### config.mk
export PLATFORM = sky130hd
export DESIGN_NAME = alu_arbiter_flat
export DESIGN_NICKNAME = d
export VERILOG_FILES = /design/src/rtl/alu_pkg.sv /design/src/rtl/alu_arbiter_if.sv /design/src/rtl/rr_arb2.sv /design/src/rtl/alu_arbiter.sv /design/src/flat_wrapper.sv
export SDC_FILE = /design/constraint.sdc
export NUM_CORES = 1
export LEC_CHECK = 0
export ABC_AREA = 1
export ABC_CLOCK_PERIOD_IN_PS = 1340
export CAP_MARGIN = 20
export CORE_MARGIN = 2
export CORE_UTILIZATION = 34
export DETAILED_ROUTE_END_ITERATION = 8
export GPL_ROUTABILITY_DRIVEN = 0
export PLACE_DENSITY = 0.79
export SLEW_MARGIN = 15
export SYNTH_ARGS = -nofsm -noshare
export SYNTH_HDL_FRONTEND = slang
export SYNTH_SLANG_ARGS = --single-unit
### constraint.sdc
create_clock -name clk -period 1.34 [get_ports clk]
set_input_delay 0.402 -clock clk [delete_from_list [all_inputs] [get_ports clk]]
set_output_delay 0.402 -clock clk [all_outputs]
set_load 0.005 [all_outputs]
### src/rtl/alu_pkg.sv
// Shared types for the ALU and its two-requester arbiter front end.
package alu_pkg;

  typedef enum logic [3:0] {
    ALU_ADD      = 4'd0,
    ALU_AND      = 4'd1,
    ALU_SLL      = 4'd2,
    ALU_SRL      = 4'd3,
    ALU_OR       = 4'd4,
    ALU_XOR      = 4'd5,
    ALU_OUT_ONE  = 4'd6,
    ALU_OUT_ZERO = 4'd7,
    ALU_SRA      = 4'd8,
    ALU_LUI      = 4'd9,
    ALU_SUB      = 4'd10
  } alu_op_t;

  typedef enum logic [1:0] {
    ST_IDLE,
    ST_EXEC,
    ST_RESP
  } arb_state_t;

  localparam int unsigned CNT_W = 3;

endpackage

### src/rtl/alu_arbiter_if.sv
// Requester, shared-ALU and response signals of the arbiter, bundled as one bus.
interface alu_arbiter_if #(
  parameter int XLEN = 32
);
  logic            req0_valid_i;
  logic [3:0]      req0_op_i;
  logic [XLEN-1:0] req0_a_i;
  logic [XLEN-1:0] req0_b_i;
  logic            req0_ready_o;
  logic            req1_valid_i;
  logic [3:0]      req1_op_i;
  logic [XLEN-1:0] req1_a_i;
  logic [XLEN-1:0] req1_b_i;
  logic            req1_ready_o;
  logic [3:0]      alu_op_o;
  logic [XLEN-1:0] alu_a_o;
  logic [XLEN-1:0] alu_b_o;
  logic [XLEN-1:0] alu_result_i;
  logic            rsp_valid_o;
  logic            rsp_id_o;
  logic [XLEN-1:0] rsp_data_o;
  logic            rsp_ready_i;

  modport slave (
    input  req0_valid_i, req0_op_i, req0_a_i, req0_b_i,
    output req0_ready_o,
    input  req1_valid_i, req1_op_i, req1_a_i, req1_b_i,
    output req1_ready_o,
    output alu_op_o, alu_a_o, alu_b_o,
    input  alu_result_i,
    output rsp_valid_o, rsp_id_o, rsp_data_o,
    input  rsp_ready_i
  );

  modport master (
    output req0_valid_i, req0_op_i, req0_a_i, req0_b_i,
    input  req0_ready_o,
    output req1_valid_i, req1_op_i, req1_a_i, req1_b_i,
    input  req1_ready_o,
    input  alu_op_o, alu_a_o, alu_b_o,
    output alu_result_i,
    input  rsp_valid_o, rsp_id_o, rsp_data_o,
    output rsp_ready_i
  );
endinterface

### src/rtl/rr_arb2.sv
// Two-way round-robin grant: on contention the requester not granted last wins.
module rr_arb2 (
  input  logic [1:0] valid,
  input  logic       last_grant,
  output logic [1:0] grant
);
  always_comb begin
    grant = valid;
    if (valid == 2'b11) begin
      grant = last_grant ? 2'b01 : 2'b10;
    end
  end
endmodule

### src/rtl/alu_arbiter.sv
// Arbitrates two requesters onto one pipelined ALU: IDLE -> EXEC (ALU_LAT cycles) -> RESP.
module alu_arbiter
  import alu_pkg::*;
#(
  parameter int XLEN    = 32,
  parameter int ALU_LAT = 1
) (
  input  logic         clk,
  input  logic         rst,
  alu_arbiter_if.slave bus
);
  localparam logic [CNT_W-1:0] CNT_LOAD = CNT_W'(ALU_LAT - 1);

  arb_state_t       state_reg, state_next;
  logic [CNT_W-1:0] cnt_reg, cnt_next;
  logic             last_reg, last_next;
  logic             id_reg, id_next;
  logic [3:0]       op_reg, op_next;
  logic [XLEN-1:0]  a_reg, a_next;
  logic [XLEN-1:0]  b_reg, b_next;

  logic [1:0] valid;
  logic [1:0] grant;
  logic [1:0] ready;
  logic       accept_ok;
  logic       accept;

  assign valid = {bus.req1_valid_i, bus.req0_valid_i};

  rr_arb2 u_rr_arb2 (
    .valid      (valid),
    .last_grant (last_reg),
    .grant      (grant)
  );

  // A new operation may enter when idle, or when the current result leaves this cycle.
  assign accept_ok = !rst && (state_reg == ST_IDLE ||
                              (state_reg == ST_RESP && bus.rsp_ready_i));
  assign ready     = accept_ok ? grant : 2'b00;
  assign accept    = |ready;

  always_ff @(posedge clk) begin
    if (rst) begin
      state_reg <= ST_IDLE;
      cnt_reg   <= '0;
      last_reg  <= 1'b1;
      id_reg    <= 1'b0;
      op_reg    <= ALU_ADD;
      a_reg     <= '0;
      b_reg     <= '0;
    end else begin
      state_reg <= state_next;
      cnt_reg   <= cnt_next;
      last_reg  <= last_next;
      id_reg    <= id_next;
      op_reg    <= op_next;
      a_reg     <= a_next;
      b_reg     <= b_next;
    end
  end

  always_comb begin
    state_next = state_reg;
    cnt_next   = cnt_reg;
    last_next  = last_reg;
    id_next    = id_reg;
    op_next    = op_reg;
    a_next     = a_reg;
    b_next     = b_reg;
    case (state_reg)
      ST_IDLE: state_next = ST_IDLE;
      ST_EXEC: begin
        if (cnt_reg == '0) state_next = ST_RESP;
        else               cnt_next   = cnt_reg - 1'b1;
      end
      ST_RESP: if (bus.rsp_ready_i) state_next = ST_IDLE;
      default: state_next = ST_IDLE;
    endcase
    // Accepting overrides the plain transitions above (idle start or back-to-back from RESP).
    if (accept) begin
      state_next = ST_EXEC;
      cnt_next   = CNT_LOAD;
      last_next  = grant[1];
      id_next    = grant[1];
      op_next    = grant[1] ? bus.req1_op_i : bus.req0_op_i;
      a_next     = grant[1] ? bus.req1_a_i  : bus.req0_a_i;
      b_next     = grant[1] ? bus.req1_b_i  : bus.req0_b_i;
    end
  end

  assign bus.req0_ready_o = ready[0];
  assign bus.req1_ready_o = ready[1];
  assign bus.alu_op_o     = op_reg;
  assign bus.alu_a_o      = a_reg;
  assign bus.alu_b_o      = b_reg;
  assign bus.rsp_valid_o  = (state_reg == ST_RESP) && !rst;
  assign bus.rsp_id_o     = id_reg;
  assign bus.rsp_data_o   = bus.alu_result_i;
endmodule

### src/flat_wrapper.sv
// flat-port wrapper written by rule: the top's interface ports become plain ports
module alu_arbiter_flat import alu_pkg::*;
#(
  parameter int XLEN    = 32,
  parameter int ALU_LAT = 1
)
  (clk, rst, bus_req0_valid_i, bus_req0_op_i, bus_req0_a_i, bus_req0_b_i, bus_req0_ready_o, bus_req1_valid_i, bus_req1_op_i, bus_req1_a_i, bus_req1_b_i, bus_req1_ready_o, bus_alu_op_o, bus_alu_a_o, bus_alu_b_o, bus_alu_result_i, bus_rsp_valid_o, bus_rsp_id_o, bus_rsp_data_o, bus_rsp_ready_i);
  alu_arbiter_if #(.XLEN(XLEN)) bus_i ();
  input  logic clk;
  input  logic rst;
  input wire logic [$bits(bus_i.req0_valid_i)-1:0] bus_req0_valid_i;
  input wire logic [$bits(bus_i.req0_op_i)-1:0] bus_req0_op_i;
  input wire logic [$bits(bus_i.req0_a_i)-1:0] bus_req0_a_i;
  input wire logic [$bits(bus_i.req0_b_i)-1:0] bus_req0_b_i;
  output wire logic [$bits(bus_i.req0_ready_o)-1:0] bus_req0_ready_o;
  input wire logic [$bits(bus_i.req1_valid_i)-1:0] bus_req1_valid_i;
  input wire logic [$bits(bus_i.req1_op_i)-1:0] bus_req1_op_i;
  input wire logic [$bits(bus_i.req1_a_i)-1:0] bus_req1_a_i;
  input wire logic [$bits(bus_i.req1_b_i)-1:0] bus_req1_b_i;
  output wire logic [$bits(bus_i.req1_ready_o)-1:0] bus_req1_ready_o;
  output wire logic [$bits(bus_i.alu_op_o)-1:0] bus_alu_op_o;
  output wire logic [$bits(bus_i.alu_a_o)-1:0] bus_alu_a_o;
  output wire logic [$bits(bus_i.alu_b_o)-1:0] bus_alu_b_o;
  input wire logic [$bits(bus_i.alu_result_i)-1:0] bus_alu_result_i;
  output wire logic [$bits(bus_i.rsp_valid_o)-1:0] bus_rsp_valid_o;
  output wire logic [$bits(bus_i.rsp_id_o)-1:0] bus_rsp_id_o;
  output wire logic [$bits(bus_i.rsp_data_o)-1:0] bus_rsp_data_o;
  input wire logic [$bits(bus_i.rsp_ready_i)-1:0] bus_rsp_ready_i;
  assign bus_i.req0_valid_i = bus_req0_valid_i;
  assign bus_i.req0_op_i = bus_req0_op_i;
  assign bus_i.req0_a_i = bus_req0_a_i;
  assign bus_i.req0_b_i = bus_req0_b_i;
  assign bus_req0_ready_o = bus_i.req0_ready_o;
  assign bus_i.req1_valid_i = bus_req1_valid_i;
  assign bus_i.req1_op_i = bus_req1_op_i;
  assign bus_i.req1_a_i = bus_req1_a_i;
  assign bus_i.req1_b_i = bus_req1_b_i;
  assign bus_req1_ready_o = bus_i.req1_ready_o;
  assign bus_alu_op_o = bus_i.alu_op_o;
  assign bus_alu_a_o = bus_i.alu_a_o;
  assign bus_alu_b_o = bus_i.alu_b_o;
  assign bus_i.alu_result_i = bus_alu_result_i;
  assign bus_rsp_valid_o = bus_i.rsp_valid_o;
  assign bus_rsp_id_o = bus_i.rsp_id_o;
  assign bus_rsp_data_o = bus_i.rsp_data_o;
  assign bus_i.rsp_ready_i = bus_rsp_ready_i;
  alu_arbiter #(.XLEN(XLEN), .ALU_LAT(ALU_LAT)) u_core (.clk(clk), .rst(rst), .bus(bus_i));
endmodule
==> flow_summary.ini <==
[power]
switchingPower_mw = 2.229
pwr-share-clk_pct = 32.9
ir_drop_v = 0.0006638
switching_share_pct = 28.81
finalPower_mw = 7.737
seq_power_share_pct = 33.1
p_int_mw = 5.508
leakage_nw = 4.088
pwr-share-comb_pct = 34.0
power_density_nw_per_um2 = 948.4

[floorplan]
die-area_um2 = 13720
core_area_um2 = 12570
die_w_um = 117.2
ios = 277
num_rows = 41
die_h_um = 117.2
initial_utilization_pct = 34.63

[global_route]
grt_start_max_net_pins = 61
antenna_found_initial = 0
grtUsageTotal_pct = 22.72
grt_overflow = 0
grt_pass1_wl_um = 23940
grt_pass1_vias = 4862

[finish]
ff_latch_area_um2 = 1515
multi_input_area_um2 = 2524
antenna_cells = 0
final_area_um2 = 8158
mostFrequentLayoutCells = nand2_1 (183), clkdlybuf4s50_1 (136), nor2_1 (123), inv_1 (75), nand2_2 (74)
final_common_cell = nand2_1
post_layout_nonfiller_instances = 1143
drive_above_1_share_pct = 25.85
syn_to_final_growth_pct = 87.41
nets = 1141
fillers = 1071
fin_util_pct = 64.91

[yosys]
synth_seq_cells = 75
avgSynthCellArea_um2 = 5.859
syn_nets = 918
ys_seq_area_share_pct = 34.49
yosysUniqueCellTypes = 18
syn_inst = 743
yosysWarnings = 0
synth_area_um2 = 4353

[cts]
htreeDepth = 3
cts_tree = done
numCtsBuffers = 9
clockRootBuffer = clkbuf_16
cts_hold_buf = 0
insertion_delay_ps = 330
clock-sinks = 75
cts.clk_slew.worst_paths_ps = 60
cts.path.max_buffers = 2

[worst_setup_path]
worstPathCellList = nand2_2 > buf_6 > buf_6 > nand2_8 > a21oi_4 > buf_12 > buf_12 > buf_12 > clkbuf_16 > nand2_2 > nand2_1 > nor2_1
startpoint_type = register
critPathBufInv = 6
max_stage_delay_ps = 330
path_class = reg -> reg
cp.required_ps = 1570
cp.arrival_ps = 1880
crit_top_cell = buf_12
worst-path-max-fanout = 7
path_delay_family = buffers and inverters
slowest_stage = dfxtp_2
end_kind = register

[placement]
placed_area_um2 = 6564
dpl.cell_count = 1083
io_buffer_count = 212
pre_cts_slack_ps = -782.3
place_hpwl_um = 9302

[drt]
vias = 5192
drtIter0Drc = 204
wl_per_cell_um = 14.08
ant_nets = 0
vias_per_cell = 4.542
drt_first_pass_iters = 4
wirelength_um = 16090
drcViolationCount = 0

[run_status]
failed_checks = setup timing
status = complete, but fails checks

[timing]
setup_tns_ps = -18820
post-route-period-util_pct = 123.4
tightest_slew_ps = 311.6
fin_worst_skew_ps = 6.751
fin_crit_ps = 1653
setup_viol = 72
timing.hold.ws_ps = 463.7
final_max_slew_viol_count = 0
rsz0062_at_grt = true
fmax_ghz = 0.6049
max-slew-margin-rel_pct = 79.23
hold_viol_final = 0
fin_ws_ps = -313.1

[min_path]
hp-class = reg -> reg

[flow_run]
max_cap_violations = 0
-- synthesized netlist by cell type, drive strengths merged --
cell type | number | area, um2
ha | 2 | 25.02
o21ai | 3 | 15.01
dfxtp | 75 | 1501
nand2 | 282 | 1064
buf | 68 | 468.0
clkbuf | 8 | 30.03
xor2 | 1 | 8.760
nor2 | 144 | 540.5
a21oi | 1 | 5.000
inv | 83 | 311.6
or2 | 1 | 6.260
nand4 | 2 | 12.51
nand3 | 73 | 365.4
-- kinds of logic (layout without fill, tap and decap cells) --
| logic type | Yosys count | in the layout | synth area share (%) |
|---|---|---|---|
| DFF | 75 | 75 | 34.49 |
| and+or+nand+nor | 502 | 502 | 45.67 |
| xor gates and xnor gates | 1 | 1 | 0.2012 |
| AOI/OAI and AO/OA | 4 | 4 | 0.4597 |
| buffers and inverters | 159 | 387 | 18.60 |
| adders and majority gates | 2 | 2 | 0.5748 |
-- worst reg2reg max path, cell delays in order, from the launching register on --
cell and delay [ps]:
dfxtp_2 330, nand2_2 80, buf_6 100, buf_6 110, nand2_8 60, a21oi_4 190, buf_12 140, buf_12 100
buf_12 130, clkbuf_16 190, nand2_2 50, nand2_1 50, nor2_1 40
-- metal layers --
metal	track usage (%)	share of wire, %	up-vias	wire length [um]
met4	13.65	4.8	0	767
met1	24.27	37	2324	5930
met3	5.304	7.4	65	1189
met2	40.57	51	181	8203
li1	-	-	2622	-
met5	0	0	-	0
-- area by class of cell --
cell class                 count  area share [%]
clock buffer                  13           3.313
clock inverter                 3          0.5521
sequential                    75           18.57
tap                          172           2.638
inverter                      83           3.819
multi-input combinational    509           30.94
timing repair buffer         288           40.17
-- power groups by stage --
stage	combinational (mW)	clock, mW	sequential, mW
after floorplan	0.947	0	2.60
after global placement	1.93	0	2.58
after detailed placement	1.94	0	2.59
after CTS	2.48	2.59	2.54
after global routing	2.86	2.69	2.58
final	2.63	2.55	2.56
-- final timing paths --
kind                                    start                                  end  slack (ps)  cells past startpoint
min reg2reg  u_core.bus.rsp_id_o$_SDFFE_PP0P_     u_core.bus.rsp_id_o$_SDFFE_PP0P_         460                      2
max reg2reg      u_core.last_reg$_SDFFE_PP1P_  u_core.bus.alu_b_o[27]$_SDFFE_PP0P_        -310                     12
max              u_core.last_reg$_SDFFE_PP1P_  u_core.bus.alu_b_o[27]$_SDFFE_PP0P_        -310                     12
min          u_core.bus.rsp_id_o$_SDFFE_PP0P_     u_core.bus.rsp_id_o$_SDFFE_PP0P_         460                      2
-- repair_timing --
| item | CTS | global route |
|---|---|---|
| setup buffers | 25 | 5 |
| resized for setup | 216 | 156 |
| pin swaps | 21 | 28 |
| endpoints found under the setup margin | 144 | 127 |
| cloned | 18 | 1 |
No activity file was read; power rests on OpenSTA's default activity.
